### config.mk
export PLATFORM = sky130hd
export DESIGN_NAME = store_queue_unit
export DESIGN_NICKNAME = d
export VERILOG_FILES = /design/src/rtl/store_queue_pkg.sv /design/src/rtl/store_queue_unit_fifo.sv /design/src/rtl/store_queue_unit.sv
export SDC_FILE = /design/constraint.sdc
export NUM_CORES = 1
export LEC_CHECK = 0
export ABC_AREA = 1
export CAP_MARGIN = 5
export CELL_PAD_IN_SITES_DETAIL_PLACEMENT = 1
export CELL_PAD_IN_SITES_GLOBAL_PLACEMENT = 1
export CORE_MARGIN = 2
export CORE_UTILIZATION = 44
export DETAILED_ROUTE_END_ITERATION = 6
export MAX_ROUTING_LAYER = met4
export PLACE_DENSITY = 0.79
export SETUP_SLACK_MARGIN = 0.02
export SLEW_MARGIN = 20
export SYNTH_ARGS = -nofsm -noshare
export SYNTH_HDL_FRONTEND = slang
export SYNTH_SLANG_ARGS = --single-unit
### constraint.sdc
create_clock -name clk -period 6.1 [get_ports clk]
set_input_delay 1.22 -clock clk [delete_from_list [all_inputs] [get_ports clk]]
set_output_delay 1.22 -clock clk [all_outputs]
set_load 0.05 [all_outputs]
### src/rtl/store_queue_pkg.sv
`default_nettype none
// ============================================================================
//  Module      : store_queue_pkg
//  Description : Shared types and helpers for the buffered store unit.
//                Provides the store opcodes, the back-end state encoding,
//                the queued entry layout and the big-endian lane formatter.
//                The optional STORE_BYTEEN_EN build does not change anything
//                in this package.
//  Revision    : 1.0 - initial release
// ============================================================================
package store_queue_pkg;

  // Queue entries always carry a full 32-bit address. Narrower bus addresses
  // are zero-extended on entry and truncated on exit.
  localparam int SQ_ADDR_W = 32;

  localparam logic [5:0] OP_SB = 6'b101000;
  localparam logic [5:0] OP_SH = 6'b101001;
  localparam logic [5:0] OP_SW = 6'b101011;

  typedef enum logic [1:0] {
    S_IDLE  = 2'd0,
    S_READ  = 2'd1,
    S_WRITE = 2'd2
  } state_t;

  typedef struct packed {
    logic [SQ_ADDR_W-1:0] addr;  // word address, bits [1:0] are zero
    logic [31:0]          data;  // lane-formatted store data
    logic [3:0]           be;    // lane enables
  } store_entry_t;

  typedef struct packed {
    logic        legal;  // opcode known and address aligned for its size
    logic [31:0] data;
    logic [3:0]  be;
  } lane_fmt_t;

  // Place the register bytes onto big-endian lanes: lane k holds the byte at
  // word offset k, so the most significant register byte lands on the lowest
  // address. Unused lanes are left at zero.
  function automatic lane_fmt_t format_store(input logic [5:0]  op,
                                             input logic [1:0]  offset,
                                             input logic [31:0] src);
    lane_fmt_t f;
    f.legal = 1'b0;
    f.data  = '0;
    f.be    = '0;
    case (op)
      OP_SW: begin
        if (offset == 2'b00) begin
          f.legal = 1'b1;
          f.data  = {src[7:0], src[15:8], src[23:16], src[31:24]};
          f.be    = 4'b1111;
        end
      end
      OP_SH: begin
        if (!offset[0]) begin
          f.legal = 1'b1;
          if (offset[1]) begin
            f.data[23:16] = src[15:8];
            f.data[31:24] = src[7:0];
            f.be          = 4'b1100;
          end else begin
            f.data[7:0]   = src[15:8];
            f.data[15:8]  = src[7:0];
            f.be          = 4'b0011;
          end
        end
      end
      OP_SB: begin
        f.legal = 1'b1;
        f.data  = {24'b0, src[7:0]} << {offset, 3'b000};
        f.be    = 4'b0001 << offset;
      end
      default: begin
        f.legal = 1'b0;
      end
    endcase
    return f;
  endfunction

endpackage
`default_nettype wire

### src/rtl/store_queue_unit_fifo.sv
`default_nettype none
// ============================================================================
//  Module      : store_fifo
//  Description : Synchronous FIFO of store entries. The head entry is read
//                combinationally; push when full and pop when empty are
//                ignored. Not affected by STORE_BYTEEN_EN.
//  Revision    : 1.0 - initial release
// ============================================================================
module store_fifo
  import store_queue_pkg::*;
#(
  parameter int DEPTH = 4
) (
  input  logic                         clk,
  input  logic                         rst_n,
  input  logic                         push,
  input  store_entry_t                 wr_entry,
  input  logic                         pop,
  output store_entry_t                 head,
  output logic                         full,
  output logic                         empty,
  output logic [$clog2(DEPTH+1)-1:0]   count
);

  localparam int PTR_W = $clog2(DEPTH);
  localparam int CNT_W = $clog2(DEPTH+1);

  store_entry_t     storage [DEPTH];
  logic [PTR_W-1:0] wr_ptr;
  logic [PTR_W-1:0] rd_ptr;
  logic [CNT_W-1:0] cnt;
  logic             do_push;
  logic             do_pop;

  assign full    = (cnt == CNT_W'(DEPTH));
  assign empty   = (cnt == '0);
  assign count   = cnt;
  assign do_push = push && !full;
  assign do_pop  = pop && !empty;
  assign head    = storage[rd_ptr];

  // Entry storage needs no reset: the count decides what is valid.
  always_ff @(posedge clk) begin
    if (do_push) begin
      storage[wr_ptr] <= wr_entry;
    end
  end

  // Pointers wrap naturally since DEPTH is a power of two; a simultaneous
  // push and pop leaves the count unchanged.
  always_ff @(posedge clk or negedge rst_n) begin
    if (!rst_n) begin
      wr_ptr <= '0;
      rd_ptr <= '0;
      cnt    <= '0;
    end else begin
      if (do_push) begin
        wr_ptr <= wr_ptr + 1'b1;
      end
      if (do_pop) begin
        rd_ptr <= rd_ptr + 1'b1;
      end
      case ({do_push, do_pop})
        2'b10:   cnt <= cnt + 1'b1;
        2'b01:   cnt <= cnt - 1'b1;
        default: cnt <= cnt;
      endcase
    end
  end

endmodule
`default_nettype wire

### src/rtl/store_queue_unit.sv
`default_nettype none
// ============================================================================
//  Module      : store_queue_unit
//  Description : Buffered MIPS store unit. Formats sb/sh/sw into big-endian
//                byte lanes, queues them and drains the queue to an
//                Avalon-style bus. Default build performs a read-modify-write
//                per store; defining STORE_BYTEEN_EN replaces that with a
//                single byte-enabled write and adds the mem_byteenable port.
//                ADDR_W must not exceed 32.
//  Revision    : 1.0 - initial release
// ============================================================================
module store_queue_unit
  import store_queue_pkg::*;
#(
  parameter int DEPTH  = 4,
  parameter int ADDR_W = 32
) (
  input  logic              clk,
  input  logic              rst_n,
  input  logic              req_valid,
  output logic              req_ready,
  input  logic [5:0]        req_op,
  input  logic [ADDR_W-1:0] req_addr,
  input  logic [31:0]       req_data,
  output logic              err_valid,
  output logic [ADDR_W-1:0] err_addr,
  output logic              empty,
  output logic [ADDR_W-1:0] mem_address,
  output logic              mem_read,
  output logic              mem_write,
  input  logic              mem_waitrequest,
  input  logic [31:0]       mem_readdata,
  output logic [31:0]       mem_writedata
`ifdef STORE_BYTEEN_EN
  ,
  output logic [3:0]        mem_byteenable
`endif
);

  localparam int CNT_W = $clog2(DEPTH+1);

`ifdef STORE_BYTEEN_EN
  localparam state_t FIRST_STATE = S_WRITE;
`else
  localparam state_t FIRST_STATE = S_READ;
`endif

  state_t           state;
  state_t           state_next;
  lane_fmt_t        fmt;
  store_entry_t     new_entry;
  store_entry_t     head;
  logic             fifo_full;
  logic             fifo_empty;
  logic [CNT_W-1:0] fifo_count;
  logic             accept;
  logic             push;
  logic             reject;
  logic             pop;
  logic             more;
  logic [31:0]      write_word;

  // Front end: format the incoming request and split accepted requests into
  // enqueue or reject. Rejections consume the handshake but not a slot.
  always_comb begin
    fmt = format_store(req_op, req_addr[1:0], req_data);
  end

  assign req_ready = !fifo_full;
  assign accept    = req_valid && req_ready;
  assign push      = accept && fmt.legal;
  assign reject    = accept && !fmt.legal;

  // Build the queue entry with a word-aligned, zero-extended address.
  always_comb begin
    new_entry                    = '0;
    new_entry.addr[ADDR_W-1:2]   = req_addr[ADDR_W-1:2];
    new_entry.data               = fmt.data;
    new_entry.be                 = fmt.be;
  end

  // Registered error report, visible the cycle after the rejected request.
  always_ff @(posedge clk or negedge rst_n) begin
    if (!rst_n) begin
      err_valid <= 1'b0;
      err_addr  <= '0;
    end else begin
      err_valid <= reject;
      if (reject) begin
        err_addr <= req_addr;
      end
    end
  end

  store_fifo #(
    .DEPTH (DEPTH)
  ) u_fifo (
    .clk      (clk),
    .rst_n    (rst_n),
    .push     (push),
    .wr_entry (new_entry),
    .pop      (pop),
    .head     (head),
    .full     (fifo_full),
    .empty    (fifo_empty),
    .count    (fifo_count)
  );

  // The head retires when its write is accepted by the bus. A push in the
  // same cycle counts as a remaining entry so the drain has no bubble.
  assign pop  = (state == S_WRITE) && !mem_waitrequest;
  assign more = (fifo_count > CNT_W'(1)) || push;

  assign empty = fifo_empty && (state == S_IDLE);

  // Back-end state register.
  always_ff @(posedge clk or negedge rst_n) begin
    if (!rst_n) begin
      state <= S_IDLE;
    end else begin
      state <= state_next;
    end
  end

  // Back-end next-state: every bus phase waits out mem_waitrequest.
  always_comb begin
    state_next = state;
    case (state)
      S_IDLE: begin
        if (!fifo_empty) begin
          state_next = FIRST_STATE;
        end
      end
      S_READ: begin
        if (!mem_waitrequest) begin
          state_next = S_WRITE;
        end
      end
      S_WRITE: begin
        if (!mem_waitrequest) begin
          state_next = more ? FIRST_STATE : S_IDLE;
        end
      end
      default: begin
        state_next = S_IDLE;
      end
    endcase
  end

`ifdef STORE_BYTEEN_EN
  // Byte-enabled writes carry only the formatted lanes; read data is unused.
  logic unused_readdata;
  assign unused_readdata = ^mem_readdata;
  assign write_word      = head.data;
`else
  logic [31:0] rd_word;

  // Capture the old memory word when the read completes.
  always_ff @(posedge clk or negedge rst_n) begin
    if (!rst_n) begin
      rd_word <= '0;
    end else if ((state == S_READ) && !mem_waitrequest) begin
      rd_word <= mem_readdata;
    end
  end

  // Merge: enabled lanes come from the store, the rest from the old word.
  for (genvar k = 0; k < 4; k++) begin : g_lane
    assign write_word[8*k +: 8] = head.be[k] ? head.data[8*k +: 8]
                                             : rd_word[8*k +: 8];
  end
`endif

  // Back-end outputs depend only on state and the head entry, so they stay
  // stable for as long as the bus stalls.
  always_comb begin
    mem_read      = 1'b0;
    mem_write     = 1'b0;
    mem_address   = '0;
    mem_writedata = '0;
`ifdef STORE_BYTEEN_EN
    mem_byteenable = '0;
`endif
    case (state)
      S_READ: begin
        mem_read    = 1'b1;
        mem_address = head.addr[ADDR_W-1:0];
      end
      S_WRITE: begin
        mem_write     = 1'b1;
        mem_address   = head.addr[ADDR_W-1:0];
        mem_writedata = write_word;
`ifdef STORE_BYTEEN_EN
        mem_byteenable = head.be;
`endif
      end
      default: begin
        mem_read = 1'b0;
      end
    endcase
  end

endmodule
`default_nettype wire

==> results.txt, run 1 <==
The flow ran to the end, and the final reports show no timing, DRC or antenna violations. The full die area came out at about 0.034 mm². The layout filler cell count is about 3300. The post-route setup TNS is 0 ps. STA puts the critical path data required time at about 4900 ps. The floorplan has 66 rows. The design area is between 0.015 and 0.02 mm². The total global routing track utilization is around a quarter. In the final routed layout, each cell accounts on average for 22.0 µm. The top cell family by delay on the critical path is buffers and inverters.

The number of sinks handled by clock tree synthesis came out at 338. The hold violation count in the final report was 0. The post-CTS clock slew at the launch and capture registers of the worst setup and hold paths is 60 ps.

Setup violations remaining at the end of the flow were counted as 0. Setup repair after global routing left no endpoint under its margin. The number of max-cap violations came out at 0. Across the VDD grid, the largest voltage drop is between 0.3 and 0.4 mV. Summing internal, switching and leakage power gives between 8000 and 9000 µW.

The post-layout net count is around 1500. By area the synthesized netlist is led by edfxtp_1 55%, dfrtp_1 13%, nor2_1 7.3%. The setup path with the least slack is of type flip-flop to primary output. The proportion of layout cells with a drive suffix above 1 came out at between 10 and 15%. The warning count from the yosys run is 0. The number of buffers inserted by hold repair at cts is 0. The routability-driven placement congestion ratio came out at 0.852. In this run the vertical extent of the chip is 184 µm. The post-synthesis cell type count is 35.

The number of global-route vias before repair came out at approximately 11000. The post-synthesis instance area is approximately 0.014 mm². The source of the worst register-to-register timing path is state[0]. Ranked by instance count, the synthesized netlist is headed by 280 x nor2_1, 264 x edfxtp_1, 150 x nand2_1. The min-delay analysis places its worst path in the category flip-flop to flip-flop.

STA classifies the critical path startpoint as a flip-flop. The worst setup slack after layout came out at about 860 ps. The setup slack of the worst register-to-register path came out at between 2000 and 3000 ps. The signal on the critical path passes through buf_4, nand2_1, nand3_2, nand2_2, inv_4, nor2_1, a311oi_2, clkdlybuf4s50_1. The initial DRC count is between 1000 and 1500. The buffers inserted during post-CTS setup optimization is 0. The initial cell density of the core came out at between 40 and 50%. The number of max-slew violations in the final report is 0. Entering global routing, the biggest net connects 95 pins. The area growth from synthesis to layout is 25.5%. Summed over its instances, the top area cell type makes up about 55% of the synthesized netlist area. The H-tree was split into 2 levels. The number of gates resized after cts came out at 0. The fraction of registers with async set/reset is approximately 22%.

The total overflow left after global routing is 0. For this design, the slowest cell found on the critical path is dfrtp_4. The total I/O pin count is around 210. The overall routed net length came out at between 40000 and 50000 µm. The worst reg2reg path endpoint is u_fifo.count[2].

0 antenna diodes ended up in the layout. The worst-skew pair later-pin latency is 520 ps. The power density over cell area is around 490 mW/mm². The synthesized area divided by synthesized cell count is 11.6 µm². The total CTS buffers came out at 37. The area used by sequential logic in the layout came out at slightly below 0.01 mm². The number of antenna violations at the first check in global routing is 0. The DRC violation count after routing came out at 0. The dominant cell by count in the synthesized netlist is nor2_1. The top fanout value on the critical path is 74. The leakage power came out at 0.00637 µW. The number of detailed-routing iterations run before antenna repair came out at 5.

Clock tree synthesis selected as its root buffer the cell clkbuf_16. Counting every instance in the synthesized netlist gives ~1200. The post-synthesis register bit count is 338. The ratio of final minimum period to clock period came out at 85.9%. The detail route stage leaves a number of antenna-violating nets equal to 0.

After floorplanning, the core was sized to cover 0.0323 mm². The quantity of I/O buffers inserted on ports came out at just over 200. For the pin with the worst max-slew slack, the measured transition is roughly 990 ps. The global-route wire length before repair came out at 64800 µm. edfxtp_1 takes more of the synthesized area than any other cell. STA classifies the critical path endpoint as a primary output.

For this run, the register share of the synthesized area comes to 68.2%. The TritonCTS clock tree is done. The critical path's largest stage delay came out at 980 ps.

The buffers plus inverters on the worst setup path came out at 3. The pre-CTS setup slack came out at 1420 ps. The depth of the most critical reg-to-reg path is 9. Data arrives at the worst endpoint at roughly 4000 ps. The mean number of vias per cell is 5.39. The via count came out at 10216. The minimum period implied by the final worst setup slack is approximately 5200 ps. The setup skew after layout is between 10 and 15 ps. The number of synthesized flops with an enable pin is 264. The HPWL after detailed placement is 26000 µm. The clock tree buffer depth is 3. The critical path capture point is mem_writedata[27].

Headroom to the max-slew limit came out at 34.2%. The highest attainable clock frequency is about 0.19 GHz. In the synthesized netlist the dominant register cell turns out to be edfxtp_1. Once placement finished, the instance area stood at 0.0167 mm². In this run the number of cells on the critical path is 8. The multi-input combinational cells in the finished layout cover a total of around 0.004 mm². The start point of the critical path is u_fifo.rd_ptr[0].

The die boundary width is between 150 and 200 µm.
-- final cells by class --
| cell class | instances | share of cell area [%] |
|---|---|---|
| sequential | 338 | 54.4 |
| timing repair buffer | 221 | 12.2 |
| inverter | 58 | 1.29 |
| clock buffer | 52 | 6.15 |
| clock inverter | 16 | 0.800 |
| tap | 442 | 3.07 |
| multi-input combinational | 768 | 22.1 |
-- where the power goes --
group          leakage [µW]  switching [µW]  internal [µW]  total, µW
logic               0.00266            2540           1120       3650
clock network      0.000604             928           1360       2290
registers           0.00311             219           2690       2910
total               0.00637            3680           5170       8860
-- per-stage QoR --
step	utilization, %	hold WS, ps	std cells
detailed placement	51.8	469	1827
global placement	51.8	465	1827
global route	55.7	509	1895
CTS	55.7	486	1895
floorplan	-	475	1232
finish	55.7	478	1895
-- flip-flops by register name, summed over array words and instances (netlist names) --
name / cells
u_fifo.wr_ptr: 2
u_fifo.storage: 264
u_fifo.rd_ptr: 2
err_addr: 32
state: 2
err_valid: 1
rd_word: 32
u_fifo.count: 3
-- kinds of logic after synthesis --
| group | share of synthesized area, % |
|---|---|
| flip-flops | 68.2 |
| other | 0.0262 |
| AND/OR/NAND/NOR | 13.1 |
| XOR/XNOR | 0.306 |
| adder cells (fa/ha/maj) | 1.14 |
| AO/OA/AOI/OAI | 10.4 |
| multiplexers | 2.51 |
| buffers and inverters | 4.23 |
-- how the worst min path moves through the flow --
stage	from	end	slack [ps]	depth (start not counted)
3_3_place_gp	err_addr[16]	err_addr[16]	460	2
3_5_place_dp	err_addr[27]	err_addr[27]	470	2
6_report	err_addr[29]	err_addr[29]	480	2
4_1_cts	err_addr[29]	err_addr[29]	490	2
2_1_floorplan	u_fifo.count[1]	u_fifo.count[1]	480	2
5_1_grt	err_addr[29]	err_addr[29]	510	2
-- worst reg2reg max path: stages (launching register included) --
cell	delay, ps
dfrtp_1	410
inv_1	90
ha_1	690
inv_2	530
a211oi_1	630
ha_1	310
inv_1	50
o21ai_0	200
xor2_1	160
inv_1	50
-- placed cells by master (no fill, tap or decap), types with 5 or more instances in the layout --
master / Yosys / final
o21ai_1: 56 / 56
nand2_2: 8 / 8
clkbuf_1: 18 / 7
dfrtp_1: 74 / 72
nand3_1: 23 / 23
inv_2: 13 / 14
o211ai_1: 6 / 6
edfxtp_1: 264 / 264
inv_1: 39 / 38
clkdlybuf4s50_1: 0 / 203
clkbuf_16: 0 / 41
nor2_2: 6 / 6
mux2_2: 32 / 32
clkinv_2: 0 / 5
o21ai_0: 93 / 93
nand2_1: 150 / 150
buf_4: 4 / 16
nor2_1: 280 / 276
ha_1: 13 / 13
nand3_2: 6 / 6
a311oi_2: 21 / 21
a31oi_1: 17 / 17
o22ai_1: 7 / 7
a21oi_1: 34 / 34
-- layer usage --
metal  up-vias  part of all wire, %  global-route usage [%]
met5         -                    0                       -
met2       371                   49                    42.6
met1      5117                   43                    32.6
li1       4653                    -                       -
met3        75                  6.0                    4.49
met4         0                  2.7                    8.58
Note: power is estimated with default switching activity, not from simulation.
==> run 2: changes to the inputs <==
--- a/config.mk
+++ b/config.mk
@@ -5,15 +5,15 @@
 export SDC_FILE = /design/constraint.sdc
 export NUM_CORES = 1
 export LEC_CHECK = 0
-export ABC_AREA = 1
 export CAP_MARGIN = 5
 export CELL_PAD_IN_SITES_DETAIL_PLACEMENT = 1
 export CELL_PAD_IN_SITES_GLOBAL_PLACEMENT = 1
 export CORE_MARGIN = 2
-export CORE_UTILIZATION = 44
+export CORE_UTILIZATION = 45
+export CTS_BUF_LIST = sky130_fd_sc_hd__clkbuf_16
 export DETAILED_ROUTE_END_ITERATION = 6
 export MAX_ROUTING_LAYER = met4
-export PLACE_DENSITY = 0.79
+export PLACE_DENSITY = 0.76
 export SETUP_SLACK_MARGIN = 0.02
 export SLEW_MARGIN = 20
 export SYNTH_ARGS = -nofsm -noshare
==> results.txt, run 2 <==
Outcome: completed (unchanged). The number of standard cells after synthesis is 744 (was 1231). The initial DRC count came out at 482 (was 1034).

The post-layout net count came out at 1069 (was 1543). The most used flip-flop cell after synthesis is edfxtp_1 (unchanged). The post-route met1 wirelength is 14100 µm (was 17800 µm). The worst-skew pair later-pin latency is 510 ps (was 520 ps). The buffers plus inverters on the worst setup path came out at 2 (was 3).

The power density over cell area is 456 mW/mm² (was 492 mW/mm²). The number of placement rows came to 64 (was 66). The via count is 7454 (was 10216).

The DRC violation count after routing is 0 (unchanged). The leakage power came to 0.00621 µW (was 0.00637 µW). The total I/O pin count is 207 (unchanged). The worst relative slew slack came out at 28.5% (was 34.2%). The clock tree buffer depth came out at 3 (unchanged). The proportion of layout cells with a drive suffix above 1 is 20.8% (was 12.0%). The routability-driven placement congestion ratio is 0.756 (was 0.852). The most common cell after layout, fill and taps aside is edfxtp_1 (was nor2_1). The remaining global-route overflow came out at 0 (unchanged). The layout filler cell count is 2755 (was 3328). The number of antenna violations at the first check in global routing came to 1 (was 0).

The critical path's largest stage delay came out at 1060 ps (was 980 ps). The TritonCTS clock tree was done (unchanged). The die boundary width came out at 181 µm (was 184 µm).

The number of detailed-routing iterations run before antenna repair is 5 (unchanged). The number of sinks handled by clock tree synthesis came out at 338 (unchanged). The worst setup slack after layout is 1400 ps (was 861 ps). The die height is 181 µm (was 184 µm). The overall power of the completed layout came out at 8000 µW (was 8860 µW).

The routed length on met3 is 2200 µm (was 2500 µm). Top cells by area in the synthesized netlist: edfxtp_1 56%, dfrtp_1 13%, mux4_2 11% (was edfxtp_1 55%, dfrtp_1 13%, nor2_1 7.3%). The critical path endpoint category is a primary output (unchanged). Setup repair after global routing missed its margin: no (unchanged).

The path category of the worst min-delay check is flip-flop to flip-flop (unchanged). The register area share after synthesis is 69.3% (was 68.2%). The setup-violating endpoint count in the final report came out at 0 (unchanged). The full die area is 0.0328 mm² (was 0.0340 mm²). The CTS H-tree depth came out at 2 (unchanged). The total CTS buffers is 36 (was 37).

The category of the worst setup path launch point is a flip-flop (unchanged). The top fanout value on the critical path is 45 (was 74). The minimum period implied by the final worst setup slack came out at 4700 ps (was 5240 ps). Highest-count cells in the layout ignoring fill and taps: 264 x edfxtp_1, 203 x clkdlybuf4s50_1, 72 x dfrtp_1 (was 276 x nor2_1, 264 x edfxtp_1, 203 x clkdlybuf4s50_1). The wire length on met2 came out at 15600 µm (was 20400 µm). The number of gates resized after cts came out at 0 (unchanged).

The library cell occupying the most area in the post-synthesis netlist is edfxtp_1 (unchanged). The top cell family by delay on the critical path is buffers and inverters (unchanged). The portion of synthesized cell area occupied by the leading cell type came out at 56.2% (was 55.3%). The pre-CTS setup slack was 1770 ps (was 1420 ps).

The synthesized area divided by synthesized cell count came to 19.0 µm² (was 11.6 µm²). The number of flip-flops in the largest register is 264 (unchanged). The cell area reported after detailed placement is 0.0164 mm² (was 0.0167 mm²). The post-synthesis register bit count is 338 (unchanged).

The ratio of final minimum period to clock period came out at 77.0% (was 85.9%). The highest attainable clock frequency came out at 0.213 GHz (was 0.191 GHz). The global-route wire length before repair came out at 49900 µm (was 64800 µm). Biggest regs: u_fifo.storage (264), err_addr (32), rd_word (32) (unchanged). The routed length per placed instance came to 23.7 µm (was 22.0 µm). The remaining number of nets flagged by the antenna check after routing is 0 (unchanged). The warning count from the yosys run came out at 0 (unchanged). The quantity of I/O buffers inserted on ports is 204 (unchanged). The dominant cell by count in the synthesized netlist was edfxtp_1 (was nor2_1). The area used by sequential logic in the layout is 0.00979 mm² (was 0.00978 mm²).

Cells traversed along the worst timing path: buf_4, mux4_2, mux2i_1, nor2b_1, clkdlybuf4s50_1 (was buf_4, nand2_1, nand3_2, nand2_2, inv_4, nor2_1, a311oi_2, clkdlybuf4s50_1). The arrival time of the worst setup path came out at 3480 ps (was 4020 ps). The HPWL after detailed placement is 20800 µm (was 26000 µm). The number of max-slew violations in the final report is 0 (unchanged). The number of max-cap violations is 0 (unchanged). The buffers inserted during post-CTS setup optimization came out at 0 (unchanged). The number of synthesized flops with an enable pin is 264 (unchanged). The start-to-end type of the worst setup path is flip-flop to primary output (unchanged).

The area growth from synthesis to layout came out at 24.4% (was 25.5%). The largest register by flop count is u_fifo.storage (unchanged). The cell chosen for the clock root is clkbuf_16 (unchanged).

The initial cell density of the core came to 45.9% (was 44.4%). The pin count of the biggest net entering global routing is 67 (was 95). Most instantiated cells after synthesis: 264 x edfxtp_1, 74 x dfrtp_1, 66 x mux4_2 (was 280 x nor2_1, 264 x edfxtp_1, 150 x nand2_1). The fraction of registers with async set/reset is 21.9% (unchanged).

The post-synthesis instance area is 0.0141 mm² (was 0.0143 mm²). The required time reported for the critical path endpoint is 4880 ps (about the same). The hold violation count in the final report came out at 0 (unchanged).

The worst voltage drop across the vdd grid was 0.265 mV (was 0.303 mV). The total global routing track utilization is 20.8% (was 25.8%). The transition at the pin with the smallest max-transition slack came out at 1070 ps (was 986 ps). The number of buffers inserted by hold repair at cts came out at 0 (unchanged). The post-route setup TNS came out at 0 ps (unchanged).

The area of combinational cells with multiple inputs is 0.00404 mm² (was 0.00398 mm²). The number of global-route vias before repair came out at 8201 (was 11275). The setup skew after layout is 26.4 ps (was 12.6 ps).

The post-CTS clock slew at the launch and capture registers of the worst setup and hold paths came out at 60 ps (about the same). The slowest cell on the critical path is dfrtp_4 (unchanged). The design area is 0.0175 mm² (was 0.0180 mm²). The post-synthesis cell type count is 47 (was 35).

The overall routed net length came to 32500 µm (was 41700 µm). The mean number of vias per cell came out at 5.43 (was 5.39). The highest signal layer in the routed design is met4 (unchanged). The core box area came out at 0.0307 mm² (was 0.0323 mm²).
[run 2: cell types whose count changed after synthesis, sizes merged, moves of 41 or more]
cell,delta
inv,-47
nand2,-151
mux4,+66
nor2,-264
o21ai,-146
and2,+41
mux2i,+41
[run 2: cell type report]
cell class | instances | share of cell area (%)
flip-flops and latches | 338 | 55.8
multi-input cells | 354 | 23.0
clock buffers | 37 | 5.28
repair buffers | 210 | 11.9
diodes | 1 | 0.0143
clock inverters | 27 | 1.01
inverters | 10 | 0.214
well taps | 396 | 2.82
[run 2: worst paths after layout]
kind | from | to | slack, ps | cells past startpoint
hold reg to reg | rd_word[6] | rd_word[6] | 500 | 1
setup / recovery | u_fifo.rd_ptr[0] | mem_writedata[21] | 1400 | 5
max in group asynchronous | rst_n | u_fifo.rd_ptr[0] | 4390 | 2
hold / removal | rd_word[6] | rd_word[6] | 500 | 1
min in group asynchronous | rst_n | rd_word[19] | 680 | 1
setup reg to reg | u_fifo.count[0] | err_addr[1] | 3350 | 7
[run 2: routing by layer]
layer	vias up	track usage, %
li1	3291	-
met1	3847	27.7
met2	271	32.7
met3	45	4.84
met4	0	5.20
met5	-	-
[run 2: kinds of logic (layout without fill, tap and decap cells)]
logic type,count (synthesis),after routing,synth area share [%]
AOI/OAI and AO/OA,38,38,2.03
DFF,338,338,69.3
muxes,171,171,19.3
other,1,3,0.0266
and+or+nand+nor,122,122,5.37
adders and majority gates,13,13,1.15
buffers and inverters,53,284,2.27
xor gates and xnor gates,8,8,0.497
[run 2: stage by stage]
step / util, % / std cells / hold slack [ps]
after detailed placement: 53.5 / 1308 / 488
after CTS: 57.1 / 1372 / 501
after global placement: 53.5 / 1308 / 471
after global routing: 57.1 / 1373 / 517
after floorplan: - / 745 / 457
final: 57.1 / 1373 / 498
[run 2: where the power goes]
group          internal [µW]  switching [µW]
registers               2680             275
clock network           1180             852
logic                   1320            1700
total                   5180            2830
==> run 3: changes to the inputs <==
--- a/config.mk
+++ b/config.mk
@@ -9,11 +9,11 @@
 export CELL_PAD_IN_SITES_DETAIL_PLACEMENT = 1
 export CELL_PAD_IN_SITES_GLOBAL_PLACEMENT = 1
 export CORE_MARGIN = 2
-export CORE_UTILIZATION = 45
+export CORE_UTILIZATION = 42
 export CTS_BUF_LIST = sky130_fd_sc_hd__clkbuf_16
 export DETAILED_ROUTE_END_ITERATION = 6
 export MAX_ROUTING_LAYER = met4
-export PLACE_DENSITY = 0.76
+export PLACE_DENSITY = 0.74
 export SETUP_SLACK_MARGIN = 0.02
 export SLEW_MARGIN = 20
 export SYNTH_ARGS = -nofsm -noshare
==> constraint.sdc (replaced) <==
create_clock -name clk -period 4.15 [get_ports clk]
set_input_delay 0.83 -clock clk [delete_from_list [all_inputs] [get_ports clk]]
set_output_delay 0.83 -clock clk [all_outputs]
set_load 0.05 [all_outputs]
==> results.txt, run 3 (synthesis gave the netlist of run 2 again) <==
The arrival time of the worst setup path was 3040 ps (was 3480 ps). The most common cell after layout, fill and taps aside was edfxtp_1 (unchanged). Biggest regs: u_fifo.storage (264), err_addr (32), rd_word (32) (unchanged).

The die boundary width came to 187 µm (was 181 µm). The post-layout net count came out at 1083 (was 1069). The area growth from synthesis to layout is 26.5% (was 24.4%). The pre-CTS setup slack is 738 ps (was 1770 ps). The via count is 7503 (was 7454). Outcome: completed (unchanged). The largest register by flop count is u_fifo.storage (unchanged).

The leakage power was 0.00642 µW (was 0.00621 µW). The setup skew after layout is 16.8 ps (was 26.4 ps). The minimum period implied by the final worst setup slack came out at ~3900 ps.

The number of sinks handled by clock tree synthesis came out at 338 (unchanged). The post-route met1 wirelength is 13500 µm (was 14100 µm). The remaining global-route overflow came out at 0 (unchanged). The proportion of layout cells with a drive suffix above 1 came to 25.6% (was 20.8%). The CTS H-tree depth is 2 (unchanged). The number of gates resized after cts is 0 (unchanged). The top fanout value on the critical path is 28 (was 45). The routability-driven placement congestion ratio was 0.742 (was 0.756). The worst setup slack after layout came to 277 ps (was 1400 ps). The number of placement rows is 67 (was 64). The remaining number of nets flagged by the antenna check after routing came out at 0 (unchanged). The routed length per placed instance is 22.9 µm (was 23.7 µm). The total CTS buffers is 37 (was 36).

The mean number of vias per cell is 5.22 (was 5.43). The worst-skew pair later-pin latency came to 510 ps (about the same). The cell chosen for the clock root is clkbuf_16 (unchanged).

The cell area reported after detailed placement came out at 0.0166 mm² (was 0.0164 mm²). The layout filler cell count is 3023 (was 2755). The initial DRC count came to 383 (was 482). The post-CTS clock slew at the launch and capture registers of the worst setup and hold paths came out at 60 ps (about the same).

The HPWL after detailed placement came to 21400 µm (was 20800 µm). The number of max-cap violations came out at 0 (unchanged). The quantity of I/O buffers inserted on ports is 204 (unchanged). The path category of the worst min-delay check is primary input to asynchronous set/reset pin (was flip-flop to flip-flop). The global-route wire length before repair came out at 50600 µm (was 49900 µm). The depth of the most critical reg-to-reg path came to 8 (was 7). The number of detailed-routing iterations run before antenna repair came to 4 (was 5). Setup repair after global routing missed its margin: no (unchanged).

The required time reported for the critical path endpoint came out at 3320 ps (was 4880 ps). The post-route setup TNS came out at 0 ps (unchanged). The design area came out at 0.0178 mm² (was 0.0175 mm²). The DRC violation count after routing is 0 (unchanged). The routed length on met3 came out at 2580 µm (was 2200 µm). The core occupancy in the finished layout is 53.6% (was 57.1%). The pin count of the biggest net entering global routing is 44 (was 67). The highest signal layer in the routed design is met4 (unchanged). The clock tree buffer depth came out at 3 (unchanged). The worst voltage drop across the vdd grid came out at 0.398 mV (was 0.265 mV). The setup-violating endpoint count in the final report is 0 (unchanged). Highest-count cells in the layout ignoring fill and taps: 264 x edfxtp_1, 171 x clkdlybuf4s50_1, 72 x dfrtp_1 (was 264 x edfxtp_1, 203 x clkdlybuf4s50_1, 72 x dfrtp_1). The full die area is 0.0351 mm² (was 0.0328 mm²).

The number of global-route vias before repair is 8249 (was 8201). The ratio of final minimum period to clock period came out at 93.3%. The overall routed net length is 32800 µm (was 32500 µm). The number of antenna violations at the first check in global routing is 0 (was 1). The category of the worst setup path launch point is a flip-flop (unchanged). The worst relative slew slack came out at 31.5% (was 28.5%). The TritonCTS clock tree is done (unchanged).

The buffers inserted during post-CTS setup optimization was 0 (unchanged). The initial cell density of the core came out at 42.4% (was 45.9%). The critical path endpoint category is a primary output (unchanged). The number of max-slew violations in the final report came out at 0 (unchanged). The core box area is 0.0333 mm² (was 0.0307 mm²). The hold violation count in the final report is 0 (unchanged). The number of buffers inserted by hold repair at cts is 0 (unchanged). The power density over cell area is 679 mW/mm² (was 456 mW/mm²). The diode insertion count for antenna repair is 0 (was 1).

The die height was 187 µm (was 181 µm). The wire length on met2 came out at 16200 µm (was 15600 µm). Timing would allow up to about 0.26 GHz.

The start-to-end type of the worst setup path is flip-flop to primary output (unchanged). The total I/O pin count came out at 207 (unchanged). The transition at the pin with the smallest max-transition slack came out at 1030 ps (was 1070 ps). The number of flip-flops in the largest register is 264 (unchanged). The total global routing track utilization is 19.6% (was 20.8%).
## run 3: changes by cell type in the layout (fill, tap and decap cells not counted)
cell	before	now
buf_12	0	7
buf_4	7	45
bufinv_16	2	7
clkdlybuf4s50_1	203	171
clkinv_1	7	3
clkinv_2	5	4
clkinv_4	2	1
clkinvlp_4	2	4
diode_2	1	0
inv_1	19	18
## run 3: critical path, stage by stage, from the launching register on
cell	delay (ps)
dfrtp_4	830
buf_4	290
mux4_2	510
and2_1	190
clkdlybuf4s50_1	720
## run 3: per-layer routing
metal	up-vias	GRT usage (%)
met4	0	4.64
met1	3904	24.7
li1	3311	-
met2	245	31.8
met3	43	5.40
met5	-	-
## run 3: power breakdown
group | internal [µW] | leakage [µW] | switching [µW]
Clock | 2060 | 0.000623 | 1290
Sequential | 3940 | 0.00327 | 322
Combinational | 1930 | 0.00252 | 2590
## run 3: path summary, 6_finish.rpt
check / startpoint / endpoint / slack [ps]
min in group clk: rd_word[6] / rd_word[6] / 500
hold / removal: rst_n / rd_word[29] / 330
setup reg to reg: state[0] / u_fifo.count[2] / 1850
hold reg to reg: rd_word[6] / rd_word[6] / 500
max in group asynchronous: rst_n / err_addr[6] / 2870
setup / recovery: u_fifo.rd_ptr[0] / mem_address[23] / 280
## run 3: cell type report
type / count / area [µm²] / share of cell area [%]
clock inverters: 27 / 310 / 1.74
well taps: 448 / 561 / 3.14
clock buffers: 37 / 926 / 5.19
inverters: 10 / 37.5 / 0.210
flip-flops and latches: 338 / 9790 / 54.8
multi-input cells: 354 / 4040 / 22.6
repair buffers: 223 / 2190 / 12.3
## run 3: stage by stage
stage | std cells | hold WS, ps | power [µW]
4_1_cts | 1437 | 343 | 12300
2_1_floorplan | 745 | 457 | 7520
3_3_place_gp | 1373 | 467 | 8840
5_1_grt | 1437 | 382 | 12700
6_report | 1437 | 335 | 12100
3_5_place_dp | 1373 | 482 | 8900
